## config.mk

```make
export PLATFORM = sky130hd
export DESIGN_NAME = arb_mux_n_flat
export DESIGN_NICKNAME = d
export VERILOG_FILES = /design/src/rtl/arb_mux_n_if.sv /design/src/rtl/arb_mux_n.sv /design/src/flat_wrapper.sv
export SDC_FILE = /design/constraint.sdc
export NUM_CORES = 1
export LEC_CHECK = 0
export CORE_MARGIN = 3
export CORE_UTILIZATION = 50
export DETAILED_ROUTE_END_ITERATION = 8
export DONT_BUFFER_PORTS = 1
export SETUP_SLACK_MARGIN = 0.1
export SLEW_MARGIN = 20
export SYNTH_ARGS = -nofsm -noshare
export SYNTH_HDL_FRONTEND = slang
export SYNTH_SLANG_ARGS = --single-unit
```

## constraint.sdc

```tcl
create_clock -name clk -period 5.5 [get_ports clk]
set_input_delay 1.1 -clock clk [delete_from_list [all_inputs] [get_ports clk]]
set_output_delay 1.1 -clock clk [all_outputs]
set_load 0.02 [all_outputs]
```

## src/rtl/arb_mux_n_if.sv

```systemverilog
// Handshake bundle for arb_mux_n: N valid/ready input channels, grant controls,
// and one registered valid/ready output.
interface arb_mux_n_if #(
  parameter int unsigned WIDTH    = 16,
  parameter int unsigned CHANNELS = 8
);
  localparam int unsigned SEL_W = $clog2(CHANNELS);

  logic [CHANNELS*WIDTH-1:0] in_data;
  logic [CHANNELS-1:0]       in_valid;
  logic [CHANNELS-1:0]       in_ready;
  logic [SEL_W-1:0]          sel;
  logic                      rr_en;
  logic [WIDTH-1:0]          out_data;
  logic [SEL_W-1:0]          out_chan;
  logic                      out_valid;
  logic                      out_ready;

  modport master (
    output in_data, in_valid, sel, rr_en, out_ready,
    input  in_ready, out_data, out_chan, out_valid
  );

  modport slave (
    input  in_data, in_valid, sel, rr_en, out_ready,
    output in_ready, out_data, out_chan, out_valid
  );
endinterface

```

## src/rtl/arb_mux_n.sv

```systemverilog
// Registered N-channel mux with valid/ready on every port; grants either the
// channel named by sel or, in round-robin mode, the first valid channel from ptr.
module arb_mux_n #(
  parameter int unsigned WIDTH    = 16,
  parameter int unsigned CHANNELS = 8
) (
  input logic        clk,
  input logic        rst_n,
  arb_mux_n_if.slave bus
);
  localparam int unsigned SEL_W = $clog2(CHANNELS);
  localparam logic [SEL_W-1:0] LAST_CHAN = SEL_W'(CHANNELS - 1);

  logic [SEL_W-1:0]    ptr_q, ptr_d;
  logic [SEL_W-1:0]    chan_q, chan_d;
  logic [WIDTH-1:0]    data_q, data_d;
  logic                valid_q, valid_d;
  logic [SEL_W-1:0]    grant;
  logic                grant_vld;
  logic                load_en;
  logic                xfer;
  logic [CHANNELS-1:0] in_ready;

  always_comb begin : grant_sel
    int unsigned idx;
    grant     = '0;
    grant_vld = 1'b0;
    idx       = 0;
    if (bus.rr_en) begin
      // Rotating scan starting at ptr; first valid channel wins.
      for (int unsigned k = 0; k < CHANNELS; k++) begin
        idx = 32'(ptr_q) + k;
        if (idx >= CHANNELS) idx = idx - CHANNELS;
        if (!grant_vld && bus.in_valid[idx]) begin
          grant_vld = 1'b1;
          grant     = SEL_W'(idx);
        end
      end
    end else if (32'(bus.sel) < CHANNELS) begin
      grant     = bus.sel;
      grant_vld = bus.in_valid[bus.sel];
    end
  end

  assign load_en = !valid_q || bus.out_ready;
  // rst_n gates the handshake so no word is accepted while held in reset.
  assign xfer    = rst_n && grant_vld && load_en;

  always_comb begin
    in_ready = '0;
    if (xfer) in_ready[grant] = 1'b1;
  end

  always_comb begin
    data_d  = data_q;
    chan_d  = chan_q;
    valid_d = valid_q;
    ptr_d   = ptr_q;
    if (xfer) begin
      data_d  = bus.in_data[32'(grant)*WIDTH +: WIDTH];
      chan_d  = grant;
      valid_d = 1'b1;
      if (bus.rr_en) ptr_d = (grant == LAST_CHAN) ? '0 : grant + 1'b1;
    end else if (bus.out_ready) begin
      valid_d = 1'b0;
    end
  end

  always_ff @(posedge clk or negedge rst_n) begin
    if (!rst_n) begin
      data_q  <= '0;
      chan_q  <= '0;
      valid_q <= 1'b0;
      ptr_q   <= '0;
    end else begin
      data_q  <= data_d;
      chan_q  <= chan_d;
      valid_q <= valid_d;
      ptr_q   <= ptr_d;
    end
  end

  assign bus.in_ready  = in_ready;
  assign bus.out_data  = data_q;
  assign bus.out_chan  = chan_q;
  assign bus.out_valid = valid_q;
endmodule

```

## src/flat_wrapper.sv

```systemverilog
// flat-port wrapper written by rule: the top's interface ports become plain ports
module arb_mux_n_flat 
#(
  parameter int unsigned WIDTH    = 16,
  parameter int unsigned CHANNELS = 8
)
  (clk, rst_n, bus_in_data, bus_in_valid, bus_sel, bus_rr_en, bus_out_ready, bus_in_ready, bus_out_data, bus_out_chan, bus_out_valid);
  arb_mux_n_if #(.WIDTH(WIDTH), .CHANNELS(CHANNELS)) bus_i ();
  input logic clk;
  input logic rst_n;
  input wire logic [$bits(bus_i.in_data)-1:0] bus_in_data;
  input wire logic [$bits(bus_i.in_valid)-1:0] bus_in_valid;
  input wire logic [$bits(bus_i.sel)-1:0] bus_sel;
  input wire logic [$bits(bus_i.rr_en)-1:0] bus_rr_en;
  input wire logic [$bits(bus_i.out_ready)-1:0] bus_out_ready;
  output wire logic [$bits(bus_i.in_ready)-1:0] bus_in_ready;
  output wire logic [$bits(bus_i.out_data)-1:0] bus_out_data;
  output wire logic [$bits(bus_i.out_chan)-1:0] bus_out_chan;
  output wire logic [$bits(bus_i.out_valid)-1:0] bus_out_valid;
  assign bus_i.in_data = bus_in_data;
  assign bus_i.in_valid = bus_in_valid;
  assign bus_i.sel = bus_sel;
  assign bus_i.rr_en = bus_rr_en;
  assign bus_i.out_ready = bus_out_ready;
  assign bus_in_ready = bus_i.in_ready;
  assign bus_out_data = bus_i.out_data;
  assign bus_out_chan = bus_i.out_chan;
  assign bus_out_valid = bus_i.out_valid;
  arb_mux_n #(.WIDTH(WIDTH), .CHANNELS(CHANNELS)) u_core (.clk(clk), .rst_n(rst_n), .bus(bus_i));
endmodule
```

Word-level counts from Yosys, hierarchy flattened
Index checks and enable logic that the tools add are counted.
- eq/ne operators: 1
- muxes and demuxes: 65
- reduce and logical (&&, ||, !) cells: 21
- order comparisons: 19
- $add $sub $neg: 16
- shift-type cells: 1
- operators with widths (kind ; number):
    2-to-1 mux 32 bit ; 16
    < comparator 32 x 4 -> 1 bit (second input constant) ; 8
    >= comparator 32 x 4 -> 1 bit (second input constant) ; 7
    subtractor 32 x 4 -> 32 bit (second input constant) ; 7
    indexed part select 128 x 8 -> 16 bit ; 1
    2-to-1 mux 3 bit ; 10
    2-to-1 mux 1 bit ; 28
    binary-select mux 1 bit (select 3 bit) ; 9
    adder 3 x 3 -> 4 bit (second input constant) ; 4
    logical AND 1 bit ; 10
    adder 3 x 2 -> 4 bit (second input constant) ; 2
    zero test 1 bit ; 8
    < comparator 3 x 4 -> 1 bit (second input constant) ; 2
    2-to-1 mux 8 bit ; 1
    subtractor 3 x 4 -> 5 bit (second input constant) ; 1
    adder 3 x 1 -> 4 bit (second input constant) ; 1
    >= comparator 3 x 4 -> 1 bit (second input constant) ; 1
    adder 3 x 1 -> 3 bit (second input constant) ; 1
    demux 1 bit (select 3 bit) ; 1
    equality test 3 bit (second input constant) ; 1
    >= comparator 3 x 1 -> 1 bit (second input constant) ; 1
    AND reduction 2 bit ; 1
    nonzero test 2 bit ; 1
    logical OR 1 bit ; 1
- flip-flop bits (word level): 23
- output and inout port bits: 28
- input port bits: 143
- word-level logic and storage cells: 127

Depth between registers and ports, before layout
Gate-level depths: netlist of the first run.
- depth in word-level cells: 40
- depth in mapped cells: 17

Worst setup path after synthesis of the first run
OpenSTA, ideal clock, no wires.
- kind: register -> output
- from: register u_core.ptr_q[1]
- to: output port bus_in_ready[4]
- required time: 4400 ps
- stages on the path, launching flop included: 15
- arrival time: 3921 ps
- setup slack: 479 ps
- cell sequence: dfrtp_1 -> buf_4 -> clkinv_1 -> ha_1 -> buf_6 -> mux2_1 -> mux4_2 -> o32ai_4 -> nand3_2 -> o31ai_4 -> a21oi_2 -> nand2b_1 -> buf_4 -> buf_6 -> nor3b_1
- word-level cells in the longest chain between the ends: 40
- ends and longest elaborated chain (item ; RTL line ; source):
    from (decl) ; arb_mux_n.sv:14 ; logic [SEL_W-1:0] ptr_q, ptr_d;
    from (signal assigned) ; arb_mux_n.sv:79 ; ptr_q <= ptr_d;
    parallel branches: the longest is 39 deep, another holds subtractor 32 x 4 -> 32 bit ; -- ;
    2-to-1 mux 8 bit (*) ; arb_mux_n.sv:51 ; if (xfer) in_ready[grant] = 1'b1;
    to (decl) ; flat_wrapper.sv:16 ; output wire logic [$bits(bus_i.in_ready)-1:0] bus_in_ready;
Mark *: on every way between the ends. The select of a mux whose other input is x is not followed.

Worst setup path after layout of the first run
- from: register u_core.ptr_q[1]
- to: output port bus_in_ready[6]
The elaborated chain is that of the path after synthesis.

==> results.md, run 1 <==
- Reg2Reg Setup Slack: 1300 ps
- Vert. Die Dim: 86.7 um
- Clock Latency Late Sink: 260 ps
- Port Buf Inserts: 0
- Total Routed Length: 9670 um
- Die width: 86.7 um
- Layout cells sized above 1: 23.4%
- CP Data Arrival Time: 4030 ps
- EDFF count, synth: 0
- Unrepaired setup endpoints after global routing: no
- Antenna Cells: 0
- FF-to-FF path depth: 12
- Drt wl/cell: 22.5 um
- Syn Inst Count: 358
- Routability cong.: 0.832
- Worst path slowest cell: mux4_2
- Yosys cell types: 61
- Post-synthesis cell area: 0.00326 mm2
- CP Max Fanout: 11
- # rows: 28
- Num CTS Buffers: 3
- Multiplexer area fraction after synthesis: 25.9%
- Leakage: 1.44 nW
- Gr usage total: 24.6%
- Synth Area in Compound Gates: 29.8%
- Worst-margin pin slew: 709 ps
- Via count: 2958
- CP endpoint kind: primary output
- Post-synthesis average cell area: 9.10 um2
- DRC: 0
- Maximum buffer depth of the clock tree: 2
- CP top delay family: multiplexers
- Initial antenna violation count: 0
- Post-route clock period utilization: 93.3%
- HP Class: in2async
- Most frequently used flop master after synthesis: dfrtp_1
- Outcome: complete, no violations
- Hold Fails Final Rpt: 0
- Crit path cell chain: clkinvlp_4 > ha_4 > mux2_1 > mux4_2 > o32ai_4 > nand3_2 > o31ai_4 > a21oi_2 > nand2b_1 > buf_4 > nor3_1 > buf_4
- TritonCTS clock tree: yes
- Die area: 0.00752 mm2
- Vias in the first global route: 2846
- Setup violators final: 0
- Crit path kind: reg2out
- Adder-cell area share of the yosys netlist: 0.768%
- # H-tree levels: 1
- Mapped Nets: 503
- Pin count of the biggest net entering global routing: 32
- Iteration-0 DRC Markers: 141
- Pwr dens: 787 mW/mm2
- CP Buf/Inv Count: 3
- Clock skew: 3.00 ps
- Ports: 171
- Fin crit period: 5130 ps
- Ys async rst share: 100%
- Reg-to-Reg Start: u_core.ptr_q[1]
- Synth warn: 0
- CTS clk-pin slew, worst paths: 80 ps
- Most frequent cells in the layout: nand2_1, mux2i_1, dfrtp_1, buf_4
- Setup crit start kind: flip-flop
- Vias per cell: 6.90
- Core footprint: 0.00613 mm2
- DP Wirelength: 7640 um
- First-pass GRT wire length: 14600 um
- Yosys reg bits: 23
- Final nets: 500
- Worst slew margin: 52.7%
- Clock root buffer: clkbuf_8
- Seq/Total Area, Yosys: 17.7%
- Worst EP required: 4400 ps
- Peak Freq: 195 MHz
- Post-synthesis xor/xnor area fraction: 1.08%
- Crit path top cell by count: buf_4
- DR pass1 iterations: 4
- CTS sink count: 23
- Max-slew violation count: 0
- Global route overflow: 0
- Crit-path max cell delay: 520 ps
- Worst vdd ir: 0.362 mV
- Post-Synth Simple-Gate Area: 18.5%
- Commonest non-fill, non-tap cell in the layout: nand2_1
- Final Power: 0.00266 W
- Worst reg2reg endpoint: u_core.bus.out_data[1]
- Antenna viol nets, final: 0
- Initial Util: 53.1%
- Area Growth Syn to Fin: 3.92%
- Setup TNS: 0 ps
- Largest family of logic cells by synthesized area: compound AO/OA/AOI/OAI gates
- Total of max-cap violations: 0
-- cell usage after synthesis, types with 6 or more instances --
cell      number  share of area (%)
mux4_2        12                8.3
nor2_1        11                1.3
nor2b_1        6                1.2
or2_2         17                3.3
o211a_1       17                5.2
mux2_2         9                3.1
a22oi_1       17                3.9
and3_1        16                3.1
nand2_1       47                5.4
dfrtp_1       23                 18
buf_2          9                1.4
a31oi_1       16                3.1
buf_6          6                2.1
buf_4          7                1.6
mux2i_1       42                 13
a211oi_1      12                2.8
-- report_power, final --
part / switching (W) / total (W) / internal (W)
sequential: 0.000165 / 0.000416 / 0.000251
combinational: 0.00122 / 0.00214 / 0.000925
clock: 0.0000521 / 0.000104 / 0.0000517
-- how the worst max path moves through the flow --
stage	from	cells after the start	slack, ps	endpoint
floorplan	u_core.ptr_q[1]	14	480	bus_in_ready[4]
global placement	u_core.ptr_q[1]	12	450	bus_in_ready[6]
detailed placement	u_core.ptr_q[1]	12	350	bus_in_ready[6]
CTS	u_core.ptr_q[1]	12	160	bus_in_ready[6]
global route	u_core.ptr_q[1]	12	120	bus_in_ready[6]
finish	u_core.ptr_q[1]	12	370	bus_in_ready[6]
-- registers in the layout, indices dropped and copies added (netlist names) --
name and count:
u_core.bus.out_chan 3, u_core.bus.out_data 16, u_core.bus.out_valid 1, u_core.ptr_q 3
-- layer usage --
layer  part of all wire, %  up-vias  global-route usage [%]
li1                      -     1379                       -
met3                   7.9        4                    4.94
met4                  0.33        0                    3.26
met2                    50      148                    41.0
met5                     0        -                       0
met1                    42     1427                    33.8
-- stage by stage --
| step | util (%) | hold WS, ps | instance area, um2 | cells | worst slack [ps] |
|---|---|---|---|---|---|
| floorplan | - | 582 | 3260 | 358 | 479 |
| global placement | 54.1 | 603 | 3320 | 424 | 450 |
| detailed placement | 54.1 | 613 | 3320 | 424 | 353 |
| CTS | 54.9 | 512 | 3360 | 428 | 155 |
| global route | 55.2 | 502 | 3390 | 429 | 118 |
| finish | 55.2 | 523 | 3390 | 429 | 371 |
-- layout make-up --
cell class	instances	area (um2)
clock buffers	4	45.0
fillers	584	2750
well taps	75	93.8
inverters	6	26.3
flip-flops and latches	23	576
repair buffers	19	143
multi-input cells	302	2500
-- repair_timing --
item,4_1_cts,5_1_grt
endpoints found under the hold margin,0,0
pin swaps,0,1
setup buffers,0,1
resized for setup,1,2
endpoints found under the setup margin,1,8
hold buffers,0,0
-- logic make-up (layout without fill, tap and decap cells) --
family / count (synthesis) / count (layout)
AND/OR/NAND/NOR: 119 / 119
adder cells (fa/ha/maj): 2 / 2
XOR/XNOR: 4 / 4
buffers and inverters: 33 / 29
AO/OA/AOI/OAI: 111 / 111
multiplexers: 66 / 66
flip-flops: 23 / 23
(Power assumes the default switching activity.)
==> inputs of run 2 (changes only) <==
Settings changed: CTS_BUF_LIST set to sky130_fd_sc_hd__clkbuf_16, HOLD_SLACK_MARGIN set to 0.03.
==> run 2 against run 1 <==
  * Sequential cell count is the same
  * Clock skew is essentially flat
  * Worst setup slack gained 9.5 ps
  * Global-route usage grew 0.20 points
  * Total power grew 1.7%
  * Die area is the same
  * First-iteration DRC count shrank 8.5%
  * Cell count is the same
  * Register-to-register slack is essentially flat
  * Critical path depth is the same
  * Clock power grew 48%
  * Critical path type unchanged
==> results.md, run 2 (synthesis results as in run 1) <==
- First-pass GRT wire length: 14700 um
- Global route overflow: 0
- Iteration-0 DRC Markers: 129
- Area Growth Syn to Fin: 4.95%
- Clock skew: 3.04 ps
- Most frequent cells in the layout: nand2_1, mux2i_1, dfrtp_1, buf_4
- # rows: 28
- Post-Layout Cell Count: 429
- Num CTS Buffers: 3
- CTS clk-pin slew, worst paths: 60 ps
- Outcome: complete, no violations
- Clock Latency Late Sink: 250 ps
- Reg2Reg Setup Slack: 1290 ps
- Reg area: 576 um2
- Crit path cell chain: clkinvlp_4 > ha_4 > mux2_1 > mux4_2 > o32ai_4 > nand3_2 > o31ai_4 > a21oi_2 > nand2b_1 > buf_4 > nor3_1 > buf_4
- Pwr dens: 792 mW/mm2
- CP endpoint kind: primary output
- FF-to-FF path depth: 12
- Setup crit start kind: flip-flop
- Leakage: 1.46 nW
- Max-slew violation count: 0
- Vias in the first global route: 2831
- Die area: 0.00752 mm2
- DR pass1 iterations: 4
- Worst EP required: 4400 ps
- Crit-path max cell delay: 520 ps
- CP Max Fanout: 11
- Total of max-cap violations: 0
- # H-tree levels: 1
- Routability cong.: 0.832
- Unrepaired setup endpoints after global routing: no
- Worst reg2reg endpoint: u_core.bus.out_data[1]
- Initial antenna violation count: 0
- Pin count of the biggest net entering global routing: 32
- Crit path kind: reg2out
- Final Power: 0.00271 W
- Setup violators final: 0
- Ports: 171
- TritonCTS clock tree: yes
- Reg-to-Reg Start: u_core.ptr_q[1]
- Antenna Cells: 0
- Total Routed Length: 9680 um
- Layout cells sized above 1: 23.4%
- Crit path top cell by count: buf_4
- Worst Setup SP: u_core.ptr_q[1]
- CTS sink count: 23
- Vias per cell: 6.84
- Worst slew margin: 54.6%
- Setup TNS: 0 ps
- Clock root buffer: clkbuf_16
- Worst vdd ir: 0.396 mV
- # fillers: 583
- Initial Util: 53.1%
- Port Buf Inserts: 0
- Peak Freq: 195 MHz
- Post-route clock period utilization: 93.1%
- Maximum buffer depth of the clock tree: 2
- DP Wirelength: 7640 um
- Hold-fix buffers at CTS: 0
- Antenna viol nets, final: 0
- DRC: 0
- Core footprint: 0.00613 mm2
- Die width: 86.7 um
- Max FFs per register: 16
- Fin crit period: 5120 ps
- Via count: 2935
- Worst-margin pin slew: 680 ps
- Worst path slowest cell: mux4_2
- Placed cells: 424
- Drt wl/cell: 22.6 um
- Gr usage total: 24.8%
- CP Data Arrival Time: 4020 ps
- Hold Fails Final Rpt: 0
- Final nets: 500
- HP Class: in2async
- Commonest non-fill, non-tap cell in the layout: nand2_1
- Area of the multi-input gates: 0.00250 mm2
- Vert. Die Dim: 86.7 um
## run 2: changes by cell type in the layout (fill, tap and decap cells not counted)
| cell | before | now |
|---|---|---|
| clkbuf_8 | 3 | 0 |
| clkbuf_16 | 0 | 3 |
| clkbuf_1 | 1 | 0 |
| inv_1 | 5 | 6 |
## run 2: worst max path at each step
stage                            to  slack (ps)  cells after the start
detailed placement  bus_in_ready[6]         350                     12
finish              bus_in_ready[6]         380                     12
CTS                 bus_in_ready[6]         180                     12
global placement    bus_in_ready[6]         450                     12
global route        bus_in_ready[6]         140                     12
floorplan           bus_in_ready[4]         480                     14
## run 2: final cells by class
class                      instances  share of cell area, %
sequential                        23                   16.8
multi-input combinational        302                   73.2
timing repair buffer              19                   4.17
inverter                           6                  0.768
tap                               75                   2.74
clock inverter                     1                  0.110
clock buffer                       3                   2.20
## run 2: through the flow
step | area, um2 | worst slack (ps) | util (%) | hold WS [ps]
6_report | 3420 | 380 | 55.8 | 537
5_1_grt | 3420 | 139 | 55.8 | 521
4_1_cts | 3400 | 176 | 55.4 | 531
3_5_place_dp | 3320 | 353 | 54.1 | 613
3_3_place_gp | 3320 | 450 | 54.1 | 603
2_1_floorplan | 3260 | 479 | - | 582
## run 2: where the power goes
group	leakage (nW)	internal [W]	switching, W
Clock	0.0423	0.0000969	0.0000567
Sequential	0.259	0.000251	0.000165
Combinational	1.16	0.000925	0.00122
## run 2: timing repair
action / CTS / global route
pin swaps: 0 / 1
buffers inserted: 0 / 1
gates resized for setup: 1 / 2
endpoints found under the setup margin: 1 / 7
## run 2: critical path, delay by kind of cell, from the launching register on
kind	cells	cell delay, ps
AND/OR/NAND/NOR	3	590
adder cells (fa/ha/maj)	1	410
multiplexers	2	880
flip-flops	1	380
buffers and inverters	3	610
AO/OA/AOI/OAI	3	890
## run 2: per-layer routing
layer | global-route usage [%] | wire length [um] | share of wire [%] | vias to the layer above
met4 | 4.53 | 66 | 0.68 | 0
met3 | 4.94 | 898 | 9.3 | 6
met1 | 34.2 | 3960 | 41 | 1406
met5 | 0 | 0 | 0 | -
li1 | - | - | - | 1381
met2 | 40.6 | 4750 | 49 | 142
==> inputs of run 3 (changes only) <==
Settings changed: CORE_ASPECT_RATIO set to 1.25, TNS_END_PERCENT set to 5.
==> run 3 against run 2 <==
  * Clock power is essentially flat
  * Sequential power about the same
  * Worst setup slack got worse by 9.0 ps
  * Register-to-register slack worse by 250 ps
  * Critical path depth grew 1
  * Clock-buffer cell count unchanged
  * Critical path type unchanged
==> results.md, run 3 (synthesis results as in run 1) <==
- Outcome: complete, no violations
- Hold-fix buffers at CTS: 0
- Worst EP required: 4400 ps
- Clk pwr share: 5.7%
- TritonCTS clock tree: yes
- Clock skew: 5.50 ps
- Final nets: 499
- Psw: 0.00146 W
- Leakage: 1.46 nW
- CP Max Fanout: 9
- Unrepaired setup endpoints after global routing: no
- P_int: 0.00127 W
- Vert. Die Dim: 96.3 um
- Commonest non-fill, non-tap cell in the layout: nand2_1
- Worst-margin pin slew: 772 ps
- Setup TNS: 0 ps
- Area Growth Syn to Fin: 5.26%
- Hold Fails Final Rpt: 0
- Setup crit start kind: flip-flop
- Placed Area: 0.00333 mm2
- Die width: 78.2 um
- Crit-path max cell delay: 450 ps
- Initial antenna violation count: 0
- # rows: 32
- Ports: 171
- Die area: 0.00753 mm2
- Setup WS pre-CTS: 410 ps
- Clock Latency Late Sink: 250 ps
- Gr usage total: 25.2%
- Global route overflow: 0
- DR pass1 iterations: 4
- CP endpoint kind: primary output
- Via count: 2960
- Fin crit period: 5130 ps
- Worst vdd ir: 0.392 mV
- # H-tree levels: 1
- Routability cong.: 0.893
- CTS clk-pin slew, worst paths: 60 ps
- Crit path kind: reg2out
- DP Wirelength: 8070 um
- CP Data Arrival Time: 4030 ps
- Sequential Power Share: 15.3%
- DRC: 0
- Design area: 0.00343 mm2
- Gate power share: 79.0%
- Antenna viol nets, final: 0
- Max FFs per register: 16
- Iteration-0 DRC Markers: 118
- Peak Freq: 195 MHz
- Total Routed Length: 9990 um
- # fillers: 597
- Post-route clock period utilization: 93.2%
- Worst slew margin: 48.6%
- Worst Setup SP: u_core.ptr_q[1]
- Initial Util: 52.2%
- Layout cells sized above 1: 22.9%
- Maximum buffer depth of the clock tree: 2
- Vias in the first global route: 2861
- Fin util: 54.9%
- First-pass GRT wire length: 15000 um
- Final Power: 0.00273 W
- Setup violators final: 0
- CTS sink count: 23
- Pin count of the biggest net entering global routing: 32
- Port Buf Inserts: 0
- Worst path slowest cell: ha_4
- Antenna Cells: 0
- Most frequent cells in the layout: nand2_1, mux2i_1, dfrtp_1, buf_4
- CP top delay family: compound AO/OA/AOI/OAI gates
- Clock root buffer: clkbuf_16
- Num CTS Buffers: 3
- Drt wl/cell: 22.8 um
- Crit path cell chain: clkinv_1 > ha_4 > buf_4 > mux4_2 > mux2i_1 > nor2_1 > a41oi_1 > o21ai_1 > a31oi_4 > a21oi_2 > nand2b_1 > nor3b_1 > buf_4
- Reg-to-Reg Start: u_core.ptr_q[1]
- Fin worst setup slack: 371 ps
- Max-slew violation count: 0
- FF-to-FF path depth: 11
- HP Class: in2async
- Core footprint: 0.00625 mm2
- Critical Path Stages: 13
- CP Buf/Inv Count: 3
- Pwr dens: 796 mW/mm2
- Net switching fraction of the power: 53.4%
- Vias per cell: 6.76
- Crit path top cell by count: buf_4
- Total of max-cap violations: 0
[run 3: metrics by stage]
stage	cells	hold slack, ps
6_report	438	537
5_1_grt	438	526
4_1_cts	438	532
3_5_place_dp	434	624
3_3_place_gp	434	617
2_1_floorplan	358	582
[run 3: worst register-to-register path: cells and delay by family (launching register included)]
kind | cells | cell delay (ps)
AO/OA/AOI/OAI | 5 | 1620
multiplexers | 3 | 1160
adder cells (fa/ha/maj) | 1 | 450
flip-flops | 1 | 350
buffers and inverters | 2 | 790
[run 3: area by class of cell]
| class | count | area [um2] | share of cell area [%] |
|---|---|---|---|
| multi-input combinational | 302 | 2510 | 73.2 |
| sequential | 23 | 576 | 16.8 |
| timing repair buffer | 18 | 135 | 3.94 |
| tap | 85 | 106 | 3.10 |
| clock buffer | 3 | 75.1 | 2.19 |
| inverter | 6 | 22.5 | 0.657 |
| clock inverter | 1 | 3.75 | 0.109 |
[run 3: metal layers]
layer,track usage [%],part of all wire [%],vias to the layer above
met5,0,0,-
met4,8.75,2.1,0
met3,4.12,8.1,16
met2,48.6,54,142
met1,27.9,36,1419
li1,-,-,1383
[run 3: path summary, 6_finish.rpt]
kind / to / slack, ps
max: bus_in_ready[4] / 370
min: u_core.bus.out_chan[0] / 540
max reg2reg: u_core.bus.out_data[8] / 1040
min reg2reg: u_core.bus.out_chan[1] / 630
max in group asynchronous: u_core.bus.out_data[14] / 4890
min in group clk: u_core.bus.out_chan[1] / 630
[run 3: timing repair]
item                                    4_1_cts  5_1_grt
endpoints found under the hold margin         0        0
setup buffers                                 0        0
resized for setup                             0        3
endpoints found under the setup margin        0        8
[run 3: power groups by stage]
stage	Sequential (W)	Clock [W]	Combinational (W)
2_1_floorplan	0.000378	0	0.00179
3_3_place_gp	0.000422	0	0.00208
3_5_place_dp	0.000421	0	0.00211
4_1_cts	0.000418	0.000160	0.00212
5_1_grt	0.000426	0.000165	0.00235
6_report	0.000418	0.000155	0.00216
